===== config.mk =====
export PLATFORM = sky130hd
export DESIGN_NAME = uart_tx_block_flat
export DESIGN_NICKNAME = d
export VERILOG_FILES = /design/src/rtl/uart_pkg.sv /design/src/rtl/uart_tx_block_if.sv /design/src/rtl/flex_counter.sv /design/src/rtl/uart_tx_block.sv /design/src/flat_wrapper.sv
export SDC_FILE = /design/constraint.sdc
export NUM_CORES = 1
export LEC_CHECK = 0
export BUFFER_PORTS_ARGS = -buffer_cell sky130_fd_sc_hd__buf_4
export CAP_MARGIN = 20
export CORE_AREA = 2 2 53 65
export CTS_CLUSTER_DIAMETER = 40
export CTS_CLUSTER_SIZE = 12
export DETAILED_ROUTE_END_ITERATION = 8
export DIE_AREA = 0 0 55 67
export PLACE_DENSITY_LB_ADDON = 0.3
export SLEW_MARGIN = 20
export SYNTH_ARGS = -nofsm -noshare
export SYNTH_HDL_FRONTEND = slang
export SYNTH_HIERARCHICAL = 1
export SYNTH_SLANG_ARGS = --single-unit
export TNS_END_PERCENT = 5

===== constraint.sdc =====
create_clock -name clk -period 3.4 [get_ports clk]
set_clock_uncertainty 0.2 [all_clocks]
set_input_delay 0.17 -clock clk [delete_from_list [all_inputs] [get_ports clk]]
set_output_delay 0.17 -clock clk [all_outputs]
set_load 0.02 [all_outputs]

===== src/rtl/uart_pkg.sv =====
// Shared types and line-level constants for the UART transmit path.
package uart_pkg;

    typedef enum logic [2:0] {IDLE, START, DATA, STOP, DONE} tx_state_t;

    localparam logic LINE_IDLE = 1'b1;
    localparam logic START_BIT = 1'b0;
    localparam logic STOP_BIT  = 1'b1;

endpackage


===== src/rtl/uart_tx_block_if.sv =====
// Valid/ready word handshake between the host/FIFO side and the UART transmitter.
interface uart_tx_block_if #(parameter int unsigned NUM_DATA_BITS = 8);

    logic                     tx_valid;
    logic [NUM_DATA_BITS-1:0] tx_data;
    logic                     tx_ready;

    modport master (output tx_valid, output tx_data, input  tx_ready);
    modport slave  (input  tx_valid, input  tx_data, output tx_ready);

endinterface


===== src/rtl/flex_counter.sv =====
// Free-running counter 0..rollover_val-1 with a registered flag marking the final count.
module flex_counter #(
    parameter int unsigned NUM_CNT_BITS = 4
) (
    input  logic                    clk,
    input  logic                    n_rst,
    input  logic                    clear,
    input  logic                    count_enable,
    input  logic [NUM_CNT_BITS-1:0] rollover_val,
    output logic [NUM_CNT_BITS-1:0] count_out,
    output logic                    rollover_flag
);

    localparam logic [NUM_CNT_BITS-1:0] ONE = NUM_CNT_BITS'(1);

    logic [NUM_CNT_BITS-1:0] count_nx;

    always_comb begin
        count_nx = count_out;
        if (clear) begin
            count_nx = '0;
        end else if (count_enable) begin
            count_nx = (count_out == rollover_val - ONE) ? '0 : count_out + ONE;
        end
    end

    always_ff @(posedge clk or negedge n_rst) begin
        if (!n_rst) begin
            count_out     <= '0;
            rollover_flag <= 1'b0;
        end else begin
            count_out     <= count_nx;
            rollover_flag <= (count_nx == rollover_val - ONE);
        end
    end

endmodule


===== src/rtl/uart_tx_block.sv =====
// UART transmitter: start bit, NUM_DATA_BITS data bits LSB-first, stop bit, then a
// one-cycle tx_done pulse. All outputs are registered.
module uart_tx_block
    import uart_pkg::*;
#(
    parameter int unsigned NUM_DATA_BITS = 8,
    parameter int unsigned BIT_PERIOD    = 10
) (
    input  logic            clk,
    input  logic            n_rst,
    input  logic            clear,
    uart_tx_block_if.slave  tx_if,
    output logic            tx_busy,
    output logic            tx_done,
    output logic            serial_out
);

    localparam int unsigned TW = $clog2(BIT_PERIOD + 1);
    localparam int unsigned IW = $clog2(NUM_DATA_BITS + 1);
    localparam logic [TW-1:0] TIMER_ROLL = TW'(BIT_PERIOD);
    localparam logic [IW-1:0] INDEX_ROLL = IW'(NUM_DATA_BITS);

    tx_state_t                state;
    logic [NUM_DATA_BITS-1:0] shift;
    logic [NUM_DATA_BITS-1:0] shift_nx;
    logic                     tx_ready_q;
    logic                     timer_en, timer_clear, timer_flag, bit_end;
    logic                     idx_en, idx_clear, idx_flag;
    logic [TW-1:0]            timer_cnt;
    logic [IW-1:0]            idx_cnt;
    logic                     unused_cnt;

    // Every in-frame transition happens on a bit end, where the timer has already
    // wrapped to 0, so holding it clear outside the frame covers every state entry.
    assign timer_en    = (state == START) || (state == DATA) || (state == STOP);
    assign timer_clear = clear || !timer_en;
    assign bit_end     = timer_flag && timer_en;
    assign idx_en      = (state == DATA) && bit_end;
    assign idx_clear   = clear || (state != DATA);
    assign shift_nx    = shift >> 1;
    assign unused_cnt  = ^{timer_cnt, idx_cnt};

    assign tx_if.tx_ready = tx_ready_q;

    flex_counter #(.NUM_CNT_BITS(TW)) u_bit_timer (
        .clk          (clk),
        .n_rst        (n_rst),
        .clear        (timer_clear),
        .count_enable (timer_en),
        .rollover_val (TIMER_ROLL),
        .count_out    (timer_cnt),
        .rollover_flag(timer_flag)
    );

    flex_counter #(.NUM_CNT_BITS(IW)) u_bit_index (
        .clk          (clk),
        .n_rst        (n_rst),
        .clear        (idx_clear),
        .count_enable (idx_en),
        .rollover_val (INDEX_ROLL),
        .count_out    (idx_cnt),
        .rollover_flag(idx_flag)
    );

    always_ff @(posedge clk or negedge n_rst) begin
        if (!n_rst) begin
            state      <= IDLE;
            shift      <= '0;
            serial_out <= LINE_IDLE;
            tx_ready_q <= 1'b1;
            tx_busy    <= 1'b0;
            tx_done    <= 1'b0;
        end else if (clear) begin
            state      <= IDLE;
            shift      <= '0;
            serial_out <= LINE_IDLE;
            tx_ready_q <= 1'b1;
            tx_busy    <= 1'b0;
            tx_done    <= 1'b0;
        end else begin
            case (state)
                IDLE: begin
                    if (tx_if.tx_valid) begin
                        shift      <= tx_if.tx_data;
                        serial_out <= START_BIT;
                        tx_ready_q <= 1'b0;
                        tx_busy    <= 1'b1;
                        state      <= START;
                    end
                end
                START: begin
                    if (bit_end) begin
                        serial_out <= shift[0];
                        state      <= DATA;
                    end
                end
                DATA: begin
                    if (bit_end) begin
                        shift <= shift_nx;
                        if (idx_flag) begin
                            serial_out <= STOP_BIT;
                            state      <= STOP;
                        end else begin
                            serial_out <= shift_nx[0];
                        end
                    end
                end
                STOP: begin
                    if (bit_end) begin
                        tx_busy <= 1'b0;
                        tx_done <= 1'b1;
                        state   <= DONE;
                    end
                end
                DONE: begin
                    tx_done    <= 1'b0;
                    tx_ready_q <= 1'b1;
                    state      <= IDLE;
                end
                default: state <= IDLE;
            endcase
        end
    end

endmodule


===== src/flat_wrapper.sv =====
// flat-port wrapper written by rule: the top's interface ports become plain ports
module uart_tx_block_flat import uart_pkg::*;
#(
    parameter int unsigned NUM_DATA_BITS = 8,
    parameter int unsigned BIT_PERIOD    = 10
)
  (clk, n_rst, clear, tx_busy, tx_done, serial_out, tx_if_tx_valid, tx_if_tx_data, tx_if_tx_ready);
  uart_tx_block_if #(.NUM_DATA_BITS(NUM_DATA_BITS)) tx_if_i ();
  input  logic clk;
  input  logic n_rst;
  input  logic clear;
  output logic tx_busy;
  output logic tx_done;
  output logic serial_out;
  input wire logic [$bits(tx_if_i.tx_valid)-1:0] tx_if_tx_valid;
  input wire logic [$bits(tx_if_i.tx_data)-1:0] tx_if_tx_data;
  output wire logic [$bits(tx_if_i.tx_ready)-1:0] tx_if_tx_ready;
  assign tx_if_i.tx_valid = tx_if_tx_valid;
  assign tx_if_i.tx_data = tx_if_tx_data;
  assign tx_if_tx_ready = tx_if_i.tx_ready;
  uart_tx_block #(.NUM_DATA_BITS(NUM_DATA_BITS), .BIT_PERIOD(BIT_PERIOD)) u_core (.clk(clk), .n_rst(n_rst), .clear(clear), .tx_if(tx_if_i), .tx_busy(tx_busy), .tx_done(tx_done), .serial_out(serial_out));
endmodule

==> qor.csv, run 1 <==
metric,value,unit
CORE AREA,3028,µm²
Worst Min Path Start,tx_if_tx_data[7],
main combinational cell family by area after synthesis,simple AND/OR/NAND/NOR gates,
largest net degree at the start of global routing,26,
Crit path largest cell delay,0.76,ns
Fin. Hold Viols,0,
CTS sink cnt,25,
met2 wire len,1.956,mm
"Cell Chain, Critical Path",and2_4 > and2_1 > nand4_1 > or4_1 > and3_1 > a21oi_2 > nor4_2,
Met3 Wirelength,85,µm
switching power total,0.0001839,W
"Data required, critical path",3.41,ns
Synth Flop Type,dfrtp_1,
Initial Utilization,58.76,%
FF-to-FF End,u_core/u_bit_index/rollover_flag,
Detailed Route Iter0 Violations,26,
post-synthesis compound-gate area fraction,14.91,%
total negative setup slack,0,ns
die area,3685,µm²
Bufs and invs on worst path,0,
sequential power share,54.0,%
Post-synth EDFFs,0,
Tot GR Track Use,22.08,%
status,completed,
CTS clock-pin slew for the worst setup and hold paths,0.15,ns
Final setup viols,0,
crit path time final,2.708,ns
switch share,30.30,%
Root Driver,clkbuf_4,
Reg2Reg Setup Slack,0.69,ns
Max Fclk,369.3,MHz
Mapped Cells,175,
Post-route DRC,0,
area post-placement,1958,µm²
Ports,16,
vias in the first global route,1416,
register bit total from synthesis,25,
gr ovfl total,0,
vias,1419,
Peak VDD IR,0.1953,mV
top cell type's share of synthesized area,32.35,%
CTS resizes,0,
sequential fraction of the synthesis area,35.30,%
H-tree lvl count,1,
FF-to-FF Start,u_core/state[1],
CTS max path bufs,2,
initial antenna violation count,0,
Top Family by Delay on Critical Path,simple AND/OR/NAND/NOR gates,
RSZ-0062 raised after global routing,false,
combinational power share,23.6,%
post-synth design cell area,1779,µm²
mux cell area share after synthesis,6.188,%
"FFs w/ async S/R, synth",100.0,%
reg2reg path depth,7,
Worst setup EP type,flop,
Num CTS Buffers,3,
routed vias/inst,5.587,
Port-buffer cells,15,
Post-Synth Adder-Cell Area,2.813,%
Finished Cell Area,2086,µm²
routability cong.,0.7921,
"Net count, final",235,
Worst Path Arrival,2.71,ns
top sig layer,met4,
wl on met1,1.522,mm
hold depth,4,
"antenna viol nets, final",0,
"count leader, synth",dfrtp_1,
first-pass GRT wire length,5.934,mm
antenna cell count,0,
Startpoint Class,flop,
dominant cells by area after synthesis,"dfrtp_1 32%, mux2i_1 6.2%, xor2_1 5.9%, xnor2_1 5.4%, o2bb2ai_1 3.4%",
Tcrit/Tclk final,79.64,%
row cnt,22,
Power Density,291.1,nW/µm²
Post-Route WL,3.622,mm
Synth Area in XOR/XNOR,13.85,%
CTS tree,yes,
drt first pass iters,4,
Worst Hold Class,in2reg,
post-CTS setup repair buffer count,0,
Die W,55,µm
post-synth top area cell,dfrtp_1,
count of pins over their slew limit,0,
maximum fanout along the worst path,15,
"Worst Path Class, Setup",reg2reg,
"top cells by count, synth","23 x dfrtp_1, 13 x nor2_1, 12 x xor2_1",
worst slew pin tran,0.6152,ns
area delta synth->final,17.23,%
Synthesis Warnings,6,
Post-Syn Area per Cell,10.17,µm²
Leak,0.8778,nW
clk_lat worst skew,0.32,ns
Simple-Gate Fraction of Synth Area,22.22,%
Die Height,67,µm
end of the worst hold path,u_core/shift[7],
Slew HR,58.99,%
Post-DP HPWL,2.714,mm
share of layout cells above drive strength 1,19.27,%
post-synth cell types,45,
CP max-delay cell,dfrtp_1,
max_cap viols,0,
routed len/inst,14.26,µm
Pint,0.0004232,W
Clock power frac,22.4,%
[cell families (layout without fill, tap and decap cells)]
| kind of cell | Yosys count | in the layout |
|---|---|---|
| DFF | 25 | 25 |
| and+or+nand+nor | 61 | 61 |
| xor gates and xnor gates | 25 | 25 |
| other | 2 | 22 |
| adders and majority gates | 4 | 4 |
| muxes | 11 | 11 |
| buffers and inverters | 12 | 35 |
| AOI/OAI and AO/OA | 35 | 35 |
[per-layer routing]
| layer | up-vias | GRT usage [%] |
|---|---|---|
| met5 | - | 0 |
| met4 | 0 | 7.317 |
| met3 | 6 | 2.242 |
| met2 | 26 | 42.26 |
| met1 | 687 | 23.94 |
| li1 | 700 | - |
[worst register-to-register path: stages (launching register included)]
cell and delay, ns:
dfrtp_1 0.76, and2_4 0.29, and2_1 0.29, nand4_1 0.26
or4_1 0.45, and3_1 0.19, a21oi_2 0.11, nor4_2 0.04
[power by group through the flow]
| stage | Sequential [W] | Combinational, W | Clock [W] |
|---|---|---|---|
| after floorplan | 0.000331 | 0.0000983 | 0 |
| after global placement | 0.000332 | 0.000126 | 0 |
| after detailed placement | 0.000333 | 0.000130 | 0 |
| after CTS | 0.000328 | 0.000140 | 0.000141 |
| after global routing | 0.000331 | 0.000157 | 0.000152 |
| final | 0.000328 | 0.000143 | 0.000136 |
[repair_timing]
item / 4_1_cts / 5_1_grt
setup endpoints to repair: 0 / 0
hold endpoints to repair: 39 / 0
hold buffers: 10 / 0
[worst max path at each step]
stage,slack (ns),startpoint,to,cells after the start
floorplan,1.33,u_core/u_bit_timer/rollover_flag,u_core/u_bit_index/rollover_flag,8
global placement,0.85,u_core/state[1],u_core/u_bit_index/rollover_flag,7
detailed placement,0.73,u_core/state[1],u_core/u_bit_index/rollover_flag,7
CTS,0.69,u_core/state[1],u_core/u_bit_index/rollover_flag,7
global route,0.52,u_core/state[1],u_core/u_bit_index/rollover_flag,7
finish,0.69,u_core/state[1],u_core/u_bit_index/rollover_flag,7
[layout make-up]
class,instances,area (µm²)
clock buffer,3,22.52
clock inverter,1,5.005
fill,219,942.2
inverter,6,22.52
multi-input combinational,158,1150
sequential,25,628.1
tap,36,45.04
timing repair buffer,25,212.7
[cell usage in the layout (no fill, tap or decap), types with 4 or more instances in the layout]
cell type | synthesis | routed
nor2_1 | 13 | 13
nand4_1 | 4 | 4
o21ai_0 | 8 | 8
mux2i_1 | 11 | 11
ha_1 | 4 | 4
xnor2_1 | 11 | 11
conb_1 | 2 | 22
inv_1 | 6 | 6
nor3_1 | 9 | 9
dfrtp_1 | 23 | 23
a21oi_1 | 5 | 5
buf_4 | 0 | 15
nand2_1 | 5 | 5
o2bb2ai_1 | 7 | 7
nor2_4 | 5 | 5
xor2_1 | 12 | 12
dlygate4sd3_1 | 0 | 10
[registers in the layout (all words and copies together), names as in the netlist]
name                              flops
u_core/serial_out                     1
u_core/shift                          8
u_core/state                          3
u_core/tx_busy                        1
u_core/tx_done                        1
u_core/tx_if.tx_ready                 1
u_core/u_bit_index/count_out          4
u_core/u_bit_index/rollover_flag      1
u_core/u_bit_timer/count_out          4
u_core/u_bit_timer/rollover_flag      1
[through the flow]
| step | power (W) | util, % | instances | worst slack, ns | hold WS, ns |
|---|---|---|---|---|---|
| 6_report | 0.0006071 | 68.88 | 254 | 0.6921 | 0.03298 |
| 5_1_grt | 0.0006395 | 68.88 | 254 | 0.5216 | 0.05032 |
| 4_1_cts | 0.0006087 | 68.88 | 254 | 0.6878 | 0.02499 |
| 3_5_place_dp | 0.0004632 | 64.67 | 240 | 0.7327 | -0.1066 |
| 3_3_place_gp | 0.0004584 | 64.67 | 240 | 0.8550 | -0.1093 |
| 2_1_floorplan | 0.0004296 | - | 195 | 1.329 | -0.3256 |
No activity file was read; power rests on OpenSTA's default activity.
==> run 2, diff against run 1 <==
--- a/config.mk
+++ b/config.mk
@@ -5,13 +5,14 @@
 export SDC_FILE = /design/constraint.sdc
 export NUM_CORES = 1
 export LEC_CHECK = 0
+export ABC_AREA = 1
 export BUFFER_PORTS_ARGS = -buffer_cell sky130_fd_sc_hd__buf_4
 export CAP_MARGIN = 20
-export CORE_AREA = 2 2 53 65
+export CORE_AREA = 2 2 55 67
 export CTS_CLUSTER_DIAMETER = 40
 export CTS_CLUSTER_SIZE = 12
 export DETAILED_ROUTE_END_ITERATION = 8
-export DIE_AREA = 0 0 55 67
+export DIE_AREA = 0 0 57 69
 export PLACE_DENSITY_LB_ADDON = 0.3
 export SLEW_MARGIN = 20
 export SYNTH_ARGS = -nofsm -noshare
==> constraint.sdc (replaced) <==
create_clock -name clk -period 2.5 [get_ports clk]
set_clock_uncertainty 0.2 [all_clocks]
set_input_delay 0.125 -clock clk [delete_from_list [all_inputs] [get_ports clk]]
set_output_delay 0.125 -clock clk [all_outputs]
set_load 0.02 [all_outputs]
==> run 2 against run 1 <==
  * Flip-flop and latch count stayed put
  * Maximum frequency is 25% higher
  * Cell count is 42% higher
  * Highest routed layer unchanged
  * Via count is 19% higher
  * Sequential share of layout area is 0.84 points lower
==> qor.csv, run 2 <==
metric,value,unit,change
status,completed,,unchanged
Tot GR Track Use,19.13,%,was 22.08%
Post-synth EDFFs,0,,unchanged
CP max-delay cell,dfrtp_1,,unchanged
Finished Cell Area,2146,µm²,was 2086 µm²
Startpoint Class,flop,,unchanged
"antenna viol nets, final",0,,unchanged
Detailed Route Iter0 Violations,65,,was 26
Post-Route WL,3.423,mm,was 3.622 mm
vias,1690,,"was 1,419"
Worst setup EP type,flop,,unchanged
Pint,0.0008585,W,was 0.0004232 W
clk_lat worst skew,0.27,ns,was 0.32 ns
end of the worst hold path,u_core/shift[3],,was u_core/shift[7]
"most common cell after layout, fill and taps aside",nand2_1,,was dfrtp_1
post-CTS setup repair buffer count,0,,unchanged
Ports,16,,unchanged
routed len/inst,9.508,µm,was 14.26 µm
combinational power share,40.7,%,was 23.6%
Worst Min Path Start,tx_if_tx_data[3],,was tx_if_tx_data[7]
Worst Hold Class,in2reg,,unchanged
Synthesis Warnings,6,,unchanged
"Net count, final",340,,was 235
"Cell Chain, Critical Path",nor2_4 > nand2_2 > nor2_1 > nand2_1 > nor2_1 > nor2_1 > nor3_1 > nand2_1 > nand2_1 > nand2_1 > nand2_1 > nor2_1,,was and2_4 > and2_1 > nand4_1 > or4_1 > and3_1 > a21oi_2 > nor4_2
H-tree lvl count,1,,unchanged
total negative setup slack,0,ns,unchanged
die area,3933,µm²,was 3685 µm²
Leak,1.214,nW,was 0.8778 nW
Reg2Reg Setup Slack,0.34,ns,was 0.69 ns
dominant cells by area after synthesis,"dfrtp_1 31%, nand2_1 17%, inv_1 10%, nand3_1 5.7%, o21ai_0 5.1%",,"was dfrtp_1 32%, mux2i_1 6.2%, xor2_1 5.9%, xnor2_1 5.4%, o2bb2ai_1 3.4%"
first-pass GRT wire length,6.099,mm,was 5.934 mm
post-synth top area cell,dfrtp_1,,unchanged
cts hold-fix bufs,3,,was 10
drt first pass iters,4,,unchanged
Mapped Cells,283,,was 175
Bufs and invs on worst path,0,,unchanged
max_cap viols,0,,unchanged
Synth Flop Type,dfrtp_1,,unchanged
placed cell count,353,,was 240
reg2reg path depth,12,,was 7
routability cong.,0.7912,,was 0.7921
initial antenna violation count,0,,unchanged
CTS resizes,0,,unchanged
count of pins over their slew limit,0,,unchanged
CORE AREA,3281,µm²,was 3028 µm²
DP Worst Slack,0.3492,ns,was 0.7327 ns
CTS sink cnt,25,,unchanged
RSZ-0062 raised after global routing,false,,unchanged
final non-filler cell total,360,,was 254
Initial Utilization,56.64,%,was 58.76%
sequential power share,42.5,%,was 54.0%
antenna cell count,0,,unchanged
CTS clock-pin slew for the worst setup and hold paths,0.09,ns,was 0.15 ns
Max Fclk,462.6,MHz,was 369.3 MHz
Die Height,69,µm,was 67 µm
area delta synth->final,15.49,%,was 17.23%
post-synth cell types,27,,was 45
Power Density,677.2,nW/µm²,was 291.1 nW/µm²
sequential fraction of the synthesis area,33.80,%,was 35.30%
"top cells by count, synth","85 x nand2_1, 50 x inv_1, 23 x dfrtp_1, 23 x nor2_1, 21 x nand3_1",,"was 23 x dfrtp_1, 13 x nor2_1, 12 x xor2_1"
Crit path largest cell delay,0.50,ns,was 0.76 ns
setup ws final,0.3382,ns,was 0.6921 ns
Port-buffer cells,15,,unchanged
largest net degree at the start of global routing,26,,unchanged
"count leader, synth",nand2_1,,was dfrtp_1
Final Power,0.001453,W,was 0.0006071 W
FF-to-FF End,u_core/u_bit_index/rollover_flag,,unchanged
register bit total from synthesis,25,,unchanged
crit path time final,2.162,ns,was 2.708 ns
Post-DP HPWL,2.652,mm,was 2.714 mm
Fin. Hold Viols,0,,unchanged
gr ovfl total,0,,unchanged
"Worst Path Class, Setup",reg2reg,,unchanged
Post-Syn Area per Cell,6.565,µm²,was 10.17 µm²
post-synth design cell area,1858,µm²,was 1779 µm²
maximum fanout along the worst path,8,,was 15
routed vias/inst,4.694,,was 5.587
"FFs w/ async S/R, synth",100.0,%,unchanged
register name with the most flops,u_core/shift,,unchanged
max FFs per register,8,,unchanged
FF-to-FF Start,u_core/state[2],,was u_core/state[1]
most frequent cells in the layout,"85 x nand2_1, 50 x inv_1, 24 x conb_1, 23 x nor2_1, 23 x dfrtp_1",,"was 23 x dfrtp_1, 22 x conb_1, 15 x buf_4, 13 x nor2_1, 12 x xor2_1"
switch share,40.92,%,was 30.30%
Root Driver,clkbuf_8,,was clkbuf_4
area post-placement,2071,µm²,was 1958 µm²
Final setup viols,0,,unchanged
"Data required, critical path",2.48,ns,was 3.41 ns
Clock power frac,16.8,%,was 22.4%
CTS max path bufs,2,,unchanged
Die W,57,µm,was 55 µm
CTS tree,yes,,unchanged
top cell type's share of synthesized area,30.98,%,was 32.35%
largest registers,"u_core/shift: 8 flops, u_core/u_bit_index/count_out: 4 flops, u_core/u_bit_timer/count_out: 4 flops",,unchanged
Worst Path Arrival,2.14,ns,was 2.71 ns
row cnt,23,,was 22
Tcrit/Tclk final,86.47,%,was 79.64%
vias in the first global route,1529,,"was 1,416"
Post-route DRC,0,,unchanged
Peak VDD IR,0.5151,mV,was 0.1953 mV
Num CTS Buffers,3,,unchanged
share of layout cells above drive strength 1,12.69,%,was 19.27%
Top Family by Delay on Critical Path,simple AND/OR/NAND/NOR gates,,unchanged
switching power total,0.0005945,W,was 0.0001839 W
CP most frequent cell,nand2_1,,
hold depth,5,,was 4
==> run 2: cell types whose count changed in the layout (fill, tap and decap cells not counted), sizes merged, moves of 11 or more <==
cell   change
xnor2     -11
nand2     +83
o21ai     +18
mux2i     -11
nand3     +23
inv       +44
==> run 2: logic make-up after synthesis <==
kind of cell / count (synthesis) / synth area share, %
compound gates: 43 / 13.40
buf+inv: 56 / 12.26
simple gates: 151 / 36.50
other cells: 2 / 0.4042
fa+ha+maj: 4 / 2.694
flops: 25 / 33.80
xor+xnor: 2 / 0.9429
==> run 2: worst register-to-register path, cell delays in order (launching register included) <==
cell and delay, ns:
dfrtp_1 0.50, nor2_4 0.22, nand2_2 0.07, nor2_1 0.29, nand2_1 0.12, nor2_1 0.11, nor2_1 0.04, nor3_1 0.21
nand2_1 0.10, nand2_1 0.07, nand2_1 0.05, nand2_1 0.05, nor2_1 0.04
==> run 2: how the worst max path moves through the flow <==
stage,end,startpoint,slack [ns],cells after the start
6_report,u_core/u_bit_index/rollover_flag,u_core/state[2],0.34,12
5_1_grt,u_core/u_bit_index/rollover_flag,u_core/state[2],0.09,12
4_1_cts,u_core/u_bit_index/rollover_flag,u_core/state[2],0.34,12
3_5_place_dp,u_core/u_bit_index/rollover_flag,u_core/state[2],0.35,12
3_3_place_gp,u_core/u_bit_index/rollover_flag,u_core/state[2],0.41,12
2_1_floorplan,u_core/u_bit_index/rollover_flag,u_core/state[2],0.30,14
==> run 2: per-stage QoR <==
step	hold slack (ns)	util [%]
floorplan	-0.3706	-
global placement	-0.1546	63.12
detailed placement	-0.1479	63.12
CTS	0.03235	65.41
global route	0.04946	65.41
finish	0.02949	65.41
==> run 2: cell type report <==
class	instances	area, µm²
Clock buffer	4	45.04
Fill cell	295	1135
Inverter	51	191.4
Multi-Input combinational cell	224	1085
Sequential cell	25	628.1
Tap cell	37	46.29
Timing Repair Buffer	19	150.1
==> run 2: metal layers <==
| metal | wire length [µm] | track usage [%] |
|---|---|---|
| met1 | 1565 | 22.71 |
| met2 | 1698 | 33.72 |
| met3 | 89 | 2.251 |
| met4 | 69 | 8.527 |
| met5 | 0 | 0 |
==> run 2: power by group through the flow <==
stage	registers, W	logic (W)	clock network [W]
after global placement	0.000620	0.000577	0
final	0.000617	0.000592	0.000244
after detailed placement	0.000625	0.000586	0
after global routing	0.000638	0.000676	0.000260
after floorplan	0.000627	0.000456	0
after CTS	0.000617	0.000591	0.000251
